--- src/rtl/spi_target_pkg.sv ---
// Shared types and default sizing for the SPI mode-0 target.
package spi_target_pkg;

   localparam int unsigned DefCharLen = 8;
   localparam int unsigned DefRxDepth = 4;

   typedef enum logic {
      IDLE,
      SHIFT
   } spi_target_state_e;

endpackage

--- src/rtl/spi_target_rx_fifo.sv ---
// Small RX FIFO with a registered head-of-queue output and registered full/empty flags.
module spi_target_rx_fifo #(
   parameter int unsigned Width = 8,
   parameter int unsigned Depth = 4
) (
   input  logic             clk_i,
   input  logic             rst_ni,
   input  logic             push,
   input  logic [Width-1:0] wdata,
   input  logic             pop,
   output logic [Width-1:0] rdata,
   output logic             full,
   output logic             empty
);

   localparam int unsigned PtrW = (Depth > 1) ? $clog2(Depth) : 1;
   localparam int unsigned CntW = $clog2(Depth + 1);

   logic [Width-1:0] mem_q [Depth];
   logic [PtrW-1:0]  wr_ptr_q, rd_ptr_q, rd_nxt;
   logic [CntW-1:0]  cnt_q, cnt_d;
   logic             do_push, do_pop;

   function automatic logic [PtrW-1:0] ptr_inc(input logic [PtrW-1:0] p);
      return (p == PtrW'(Depth - 1)) ? '0 : p + PtrW'(1);
   endfunction

   // A push into a full FIFO is accepted only when a pop frees a slot the same cycle.
   assign do_pop  = pop & ~empty;
   assign do_push = push & (~full | do_pop);
   assign rd_nxt  = ptr_inc(rd_ptr_q);
   assign cnt_d   = cnt_q + CntW'(do_push) - CntW'(do_pop);

   always_ff @(posedge clk_i or negedge rst_ni) begin
      if (!rst_ni) begin
         for (int i = 0; i < int'(Depth); i++) mem_q[i] <= '0;
         wr_ptr_q <= '0;
         rd_ptr_q <= '0;
         cnt_q    <= '0;
         rdata    <= '0;
         full     <= 1'b0;
         empty    <= 1'b1;
      end else begin
         if (do_push) begin
            mem_q[wr_ptr_q] <= wdata;
            wr_ptr_q        <= ptr_inc(wr_ptr_q);
         end
         if (do_pop) rd_ptr_q <= rd_nxt;
         // Head register follows whatever entry becomes the oldest after this cycle.
         if (do_push && (empty || (do_pop && cnt_q == CntW'(1)))) begin
            rdata <= wdata;
         end else if (do_pop && cnt_q > CntW'(1)) begin
            rdata <= mem_q[rd_nxt];
         end
         cnt_q <= cnt_d;
         full  <= (cnt_d == CntW'(Depth));
         empty <= (cnt_d == '0);
      end
   end

endmodule

--- src/rtl/spi_target_lite.sv ---
// Mode-0 SPI target oversampled in clk_i; RX/TX characters on valid/ready streams.
// Define SPI_TARGET_RX_FIFO_EN for an RxDepth-entry RX FIFO instead of a single holding register.
module spi_target_lite
   import spi_target_pkg::*;
#(
   parameter int unsigned CharLen = DefCharLen,
   parameter int unsigned RxDepth = DefRxDepth
) (
   input  logic               clk_i,
   input  logic               rst_ni,
   input  logic               ss_ni,
   input  logic               sclk_i,
   input  logic               sd_i,
   output logic               sd_o,
   output logic               sd_oe,
   output logic [CharLen-1:0] rx_data_o,
   output logic               rx_valid_o,
   input  logic               rx_ready_i,
   input  logic [CharLen-1:0] tx_data_i,
   input  logic               tx_valid_i,
   output logic               tx_ready_o,
   output logic               rx_overflow_o,
   output logic               tx_underrun_o
);

   localparam int unsigned CntW = $clog2(CharLen);

   if (CharLen < 2 || CharLen > 32) begin : g_bad_char_len
      $error("spi_target_lite: CharLen must be within 2..32");
   end
   if (RxDepth == 0 || (RxDepth & (RxDepth - 1)) != 0) begin : g_bad_rx_depth
      $error("spi_target_lite: RxDepth must be a power of two");
   end

   spi_target_state_e  state_q, state_d;
   logic [2:0]         ss_sync_q, sclk_sync_q;
   logic [1:0]         sd_sync_q;
   logic               ss_fall, ss_rise, rise, fall, sd_sync;
   logic [CntW-1:0]    bit_cnt_q, bit_cnt_d;
   logic [CharLen-1:0] rx_shift_q, rx_shift_d, rx_char;
   logic [CharLen-1:0] tx_shift_q, tx_shift_d;
   logic [CharLen-1:0] hold_q;
   logic               tx_ready_q, tx_load, rx_push, rx_pop, rx_full;
   logic               sd_o_q, sd_oe_q, rx_overflow_q, tx_underrun_q;

   // Two-flop synchronisers plus a history flop for edge strobes; ss resets deselected.
   always_ff @(posedge clk_i or negedge rst_ni) begin
      if (!rst_ni) begin
         ss_sync_q   <= 3'b111;
         sclk_sync_q <= '0;
         sd_sync_q   <= '0;
      end else begin
         ss_sync_q   <= {ss_sync_q[1:0], ss_ni};
         sclk_sync_q <= {sclk_sync_q[1:0], sclk_i};
         sd_sync_q   <= {sd_sync_q[0], sd_i};
      end
   end

   assign ss_fall = ss_sync_q[2] & ~ss_sync_q[1];
   assign ss_rise = ~ss_sync_q[2] & ss_sync_q[1];
   assign rise    = sclk_sync_q[1] & ~sclk_sync_q[2];
   assign fall    = ~sclk_sync_q[1] & sclk_sync_q[2];
   assign sd_sync = sd_sync_q[1];
   assign rx_char = {rx_shift_q[CharLen-2:0], sd_sync};
   assign rx_pop  = rx_valid_o & rx_ready_i;

   // Next-state and shift datapath.
   always_comb begin
      state_d    = state_q;
      bit_cnt_d  = bit_cnt_q;
      rx_shift_d = rx_shift_q;
      tx_shift_d = tx_shift_q;
      tx_load    = 1'b0;
      rx_push    = 1'b0;
      unique case (state_q)
         IDLE: begin
            bit_cnt_d = '0;
            if (ss_fall) begin
               tx_load = 1'b1;
               state_d = SHIFT;
            end
         end
         SHIFT: begin
            if (ss_rise) begin
               state_d   = IDLE;
               bit_cnt_d = '0;
            end else if (rise) begin
               rx_shift_d = rx_char;
               if (bit_cnt_q == CntW'(CharLen - 1)) begin
                  rx_push   = 1'b1;
                  bit_cnt_d = '0;
               end else begin
                  bit_cnt_d = bit_cnt_q + CntW'(1);
               end
            end else if (fall) begin
               if (bit_cnt_q == '0) tx_load = 1'b1;
               else tx_shift_d = {tx_shift_q[CharLen-2:0], 1'b0};
            end
         end
         default: state_d = IDLE;
      endcase
      // An empty holding register (even one being written this cycle) sends zeros.
      if (tx_load) tx_shift_d = tx_ready_q ? '0 : hold_q;
   end

   always_ff @(posedge clk_i or negedge rst_ni) begin
      if (!rst_ni) begin
         state_q       <= IDLE;
         bit_cnt_q     <= '0;
         rx_shift_q    <= '0;
         tx_shift_q    <= '0;
         hold_q        <= '0;
         tx_ready_q    <= 1'b1;
         sd_o_q        <= 1'b0;
         sd_oe_q       <= 1'b0;
         tx_underrun_q <= 1'b0;
         rx_overflow_q <= 1'b0;
      end else begin
         state_q       <= state_d;
         bit_cnt_q     <= bit_cnt_d;
         rx_shift_q    <= rx_shift_d;
         tx_shift_q    <= tx_shift_d;
         sd_oe_q       <= (state_d == SHIFT);
         sd_o_q        <= (state_d == SHIFT) & tx_shift_d[CharLen-1];
         tx_underrun_q <= tx_load & tx_ready_q;
         rx_overflow_q <= rx_push & rx_full & ~rx_pop;
         if (tx_load && !tx_ready_q) begin
            tx_ready_q <= 1'b1;
         end else if (tx_valid_i && tx_ready_q) begin
            hold_q     <= tx_data_i;
            tx_ready_q <= 1'b0;
         end
      end
   end

`ifdef SPI_TARGET_RX_FIFO_EN
   logic rx_empty;

   spi_target_rx_fifo #(
      .Width (CharLen),
      .Depth (RxDepth)
   ) u_rx_fifo (
      .clk_i  (clk_i),
      .rst_ni (rst_ni),
      .push   (rx_push),
      .wdata  (rx_char),
      .pop    (rx_pop),
      .rdata  (rx_data_o),
      .full   (rx_full),
      .empty  (rx_empty)
   );

   assign rx_valid_o = ~rx_empty;
`else
   logic [CharLen-1:0] rx_data_q;
   logic               rx_valid_q;

   // Single-entry RX holding register.
   always_ff @(posedge clk_i or negedge rst_ni) begin
      if (!rst_ni) begin
         rx_data_q  <= '0;
         rx_valid_q <= 1'b0;
      end else if (rx_push && (!rx_valid_q || rx_pop)) begin
         rx_data_q  <= rx_char;
         rx_valid_q <= 1'b1;
      end else if (rx_pop) begin
         rx_valid_q <= 1'b0;
      end
   end

   assign rx_full    = rx_valid_q;
   assign rx_valid_o = rx_valid_q;
   assign rx_data_o  = rx_data_q;
`endif

   assign sd_o          = sd_o_q;
   assign sd_oe         = sd_oe_q;
   assign tx_ready_o    = tx_ready_q;
   assign rx_overflow_o = rx_overflow_q;
   assign tx_underrun_o = tx_underrun_q;

endmodule

--- config.mk ---
export PLATFORM = sky130hd
export DESIGN_NAME = spi_target_lite
export DESIGN_NICKNAME = d
export VERILOG_FILES = /design/src/rtl/spi_target_pkg.sv /design/src/rtl/spi_target_rx_fifo.sv /design/src/rtl/spi_target_lite.sv
export SDC_FILE = /design/constraint.sdc
export NUM_CORES = 1
export LEC_CHECK = 0
export CORE_UTILIZATION = 35
export DETAILED_ROUTE_END_ITERATION = 8
export MAX_ROUTING_LAYER = met4
export PLACE_DENSITY = 0.61
export SETUP_SLACK_MARGIN = 0.3
export SYNTH_ARGS = -nofsm -noshare
export SYNTH_HDL_FRONTEND = slang
export SYNTH_SLANG_ARGS = --single-unit
--- constraint.sdc ---
create_clock -name clk_i -period 2.18 [get_ports clk_i]
set_clock_uncertainty 0.05 [all_clocks]
set_input_delay 0.436 -clock clk_i [delete_from_list [all_inputs] [get_ports clk_i]]
set_output_delay 0.436 -clock clk_i [all_outputs]
set_load 0.03 [all_outputs]
==> run_results.csv <==
group,metric,value,unit
floorplan,fp-row-count,27,
clock_tree,post_cts.resized_instances,2,
route,wl_per_cell,13.3,µm
critical_path,worstPathCellList,"clkdlybuf4s50_1",
yosys,synth_async_sr_flop_share,1.00,
yosys,synth_edf_count,0,
final_layout,layout.cell_area.non_filler,2450,µm²
grt,grt_start_max_net_pins,49,
pwr,p_comb_frac,0.186,
critical_path,critical_path.startpoint_type,"flop",
final_layout,area_growth,23.8,%
critical_path,timing.reg2reg.setup_slack,0.45,ns
clock_tree,htree_num_levels,2,
clock_tree,cts_num_sinks,48,
sta,fmaxAchievable,0.549,GHz
critical_path,timing.critical_path.slowest_stage_cell,"sky130_fd_sc_hd__clkdlybuf4s50_1",
place,port-buffer-count,28,
critical_path,count_of_cells_along_the_worst_register_to_register_path,7,
sta,setup_repair_after_global_routing_missed_its_margin,"false",
floorplan,chip_width,77.2,µm
pwr,p_sw_frac,0.259,
yosys,synth_seq_area_share,0.609,
route,num_vias,1135,
clock_tree,cts_setup_buffers,0,
critical_path,crit_buf_inv,1,
grt,grt_first_pass_wirelength,5.72,mm
grt,antenna_violations_before_repair,0,
clock_tree,worstSkewPairLatency,0.29,ns
clock_tree,clock_transition_at_the_register_clock_pins_on_the_worst_setup_and_hold_paths_after_cts,0.09,ns
place,postPlaceCellArea,2340,µm²
floorplan,core-area,5470,µm²
sta,finalSetupViolations,0,
sta,max_slew_margin,0.608,
floorplan,initial_standard_cell_utilization_of_the_core,0.362,
place,hpwlAfterDp,2.41,mm
route,avgViaCountPerCell,4.69,
yosys,synthesis.instances,133,
pwr,static_leakage_power,1.10,nW
critical_path,crit_family,"buffers and inverters",
run,max_cap_viol_count,0,
sta,final.setup.tns,0,ns
yosys,synth_warnings,0,
final_layout,nNetsFinal,187,
route,finalWirelength,3.22,mm
floorplan,io_pins,29,
grt,globalRouteOverflowTotal,0,
critical_path,cpPeakStageDelay,0.68,ns
clock_tree,cts_inserted_buffers,5,
yosys,netlist_area,1980,µm²
sta,holdWs,0.170,ns
final_layout,final_layout_size_suffix_gt1_frac,0.282,
clock_tree,ctsRootBufferMaster,"sky130_fd_sc_hd__clkbuf_8",
clock_tree,tritoncts,"yes",
yosys,yosys_most_used_dff,"sky130_fd_sc_hd__dfrtp_1",
critical_path,crit_arrival,1.33,ns
critical_path,launch_point_of_the_worst_reg_to_reg_path,"bit_cnt_q[0]$_DFFE_PN0P_",
clock_tree,cts_hold_buffers,0,
route,remaining_drc_errors,0,
critical_path,worst-setup-path-type,"flop to output pin",
route,ant_nets,0,
clock_tree,clk_path_buf_depth,2,
pwr,cellPowerDensity,943,nW/µm²
status,outcome,"finished clean",
critical_path,worstPathMaxFanout,2,
pwr,p_clk_frac,0.268,
floorplan,fp.dieArea,5960,µm²
sta,report.final.slew_viol_count,0,
grt,first_global_vias,1208,
yosys,netlist-cell-type-count,35,
pwr,p_switching,598,µW
yosys,postSynthNetCount,151,
yosys,ys_ff_latch,48,
pwr,pwr-share-seq,0.546,
sta,period_minus_slack,1.82,ns
route,detailedRoute.firstIterationViolations,79,
sta,timing_worst_slew_pin_value,0.587,ns
worst_hold_path,hold_path.class,"input port to async pin",
pwr,power.internal,1.71,mW
final_layout,antennaDiodeCount,0,
pwr,post-layout-total-power,2.31,mW
critical_path,worstPathRequired,1.69,ns
critical_path,end_kind,"output pin",
yosys,synth_area_per_cell,14.9,µm²
critical_path,critical_path.reg2reg.endpoint,"tx_shift_q[1]$_DFFE_PN0P_",
grt,grtUsageTotal,0.125,
route,firstDrtPassIters,4,
sta,finalHoldViolCount,0,
place,routabilityCongestion,0.894,
sta,post-route-period-util,0.835,
pwr,peakVddDrop,0.533,mV
floorplan,die_height,77.2,µm
## cell families after synthesis
logic type / count (synthesis) / synth area share
buffers and inverters: 7 / 0.0253
muxes: 26 / 0.161
and+or+nand+nor: 31 / 0.111
AOI/OAI and AO/OA: 17 / 0.0689
DFF: 48 / 0.609
adders and majority gates: 4 / 0.0240
## per-layer routing
metal  GRT usage  vias up  routed length, µm
li1            -      540                  -
met1       0.158      566               1480
met2       0.198       27               1590
met3      0.0381        2                142
met4      0.0226        0                  7
met5           -        -                  0
## power by group through the flow
stage                     sequential, mW  clock (mW)  combinational [mW]
after floorplan                     1.27           0               0.285
after global placement              1.27           0               0.426
after detailed placement            1.29           0               0.444
after CTS                           1.27       0.647               0.438
after global routing                1.30       0.679               0.472
final                               1.26       0.619               0.430
## flip-flops by register name (all words and copies together) (netlist names), 2 cells and up
name	flops
sd_sync_q	2
rx_shift_q	7
ss_sync_q	3
hold_q	8
tx_shift_q	8
rx_data_o	8
sclk_sync_q	3
bit_cnt_q	3
## final cells by class
class                      instances  area, µm²
multi-input combinational         78        726
timing repair buffer              31        298
clock inverter                     3       42.5
inverter                           5       18.8
tap                               72       90.1
fill                             523       3020
sequential                        48       1210
clock buffer                       5       68.8
## cells in the mapped netlist (2+ instances only)
cell type | n | area, µm²
sky130_fd_sc_hd__dfstp_2 | 4 | 105
sky130_fd_sc_hd__a221o_1 | 6 | 60.1
sky130_fd_sc_hd__and2_1 | 7 | 43.8
sky130_fd_sc_hd__ha_1 | 3 | 37.5
sky130_fd_sc_hd__mux2_4 | 8 | 120
sky130_fd_sc_hd__dfrtp_1 | 44 | 1100
sky130_fd_sc_hd__a21oi_1 | 3 | 15.0
sky130_fd_sc_hd__o21a_1 | 2 | 15.0
sky130_fd_sc_hd__o2111ai_1 | 2 | 17.5
sky130_fd_sc_hd__nand2b_1 | 3 | 18.8
sky130_fd_sc_hd__mux2i_1 | 3 | 30.0
sky130_fd_sc_hd__nor2_1 | 4 | 15.0
sky130_fd_sc_hd__nand2_1 | 5 | 18.8
sky130_fd_sc_hd__inv_1 | 4 | 15.0
sky130_fd_sc_hd__mux2_2 | 15 | 169
## worst max-delay path by stage
stage / start / end / cells after the start
after floorplan: sd_oe$_DFF_PN0_ / rx_data_o[0]$_DFFE_PN0P_ / 5
after global placement: rx_ready_i / rx_data_o[5]$_DFFE_PN0P_ / 4
after detailed placement: rx_ready_i / rx_data_o[6]$_DFFE_PN0P_ / 4
after CTS: rx_data_o[6]$_DFFE_PN0P_ / rx_data_o[6] / 1
after global routing: rx_data_o[7]$_DFFE_PN0P_ / rx_data_o[7] / 1
final: rx_data_o[7]$_DFFE_PN0P_ / rx_data_o[7] / 1
## cells in the final DEF (no fill, tap or decap), types with 4 or more instances in the layout
master                            count
sky130_fd_sc_hd__a221o_1              6
sky130_fd_sc_hd__and2_1               7
sky130_fd_sc_hd__clkbuf_8             5
sky130_fd_sc_hd__clkdlybuf4s50_1     24
sky130_fd_sc_hd__dfrtp_1             44
sky130_fd_sc_hd__dfstp_2              4
sky130_fd_sc_hd__inv_1                4
sky130_fd_sc_hd__mux2_2              15
sky130_fd_sc_hd__mux2_4               8
sky130_fd_sc_hd__nand2_1              5
sky130_fd_sc_hd__nor2_1               4
## metrics by stage
step	worst slack, ns	util	std cells
final	0.360	0.448	242
after CTS	0.324	0.447	242
after floorplan	0.302	-	133
after global routing	0.306	0.448	242
after detailed placement	0.349	0.427	234
after global placement	0.379	0.427	234
(Power assumes the default switching activity.)
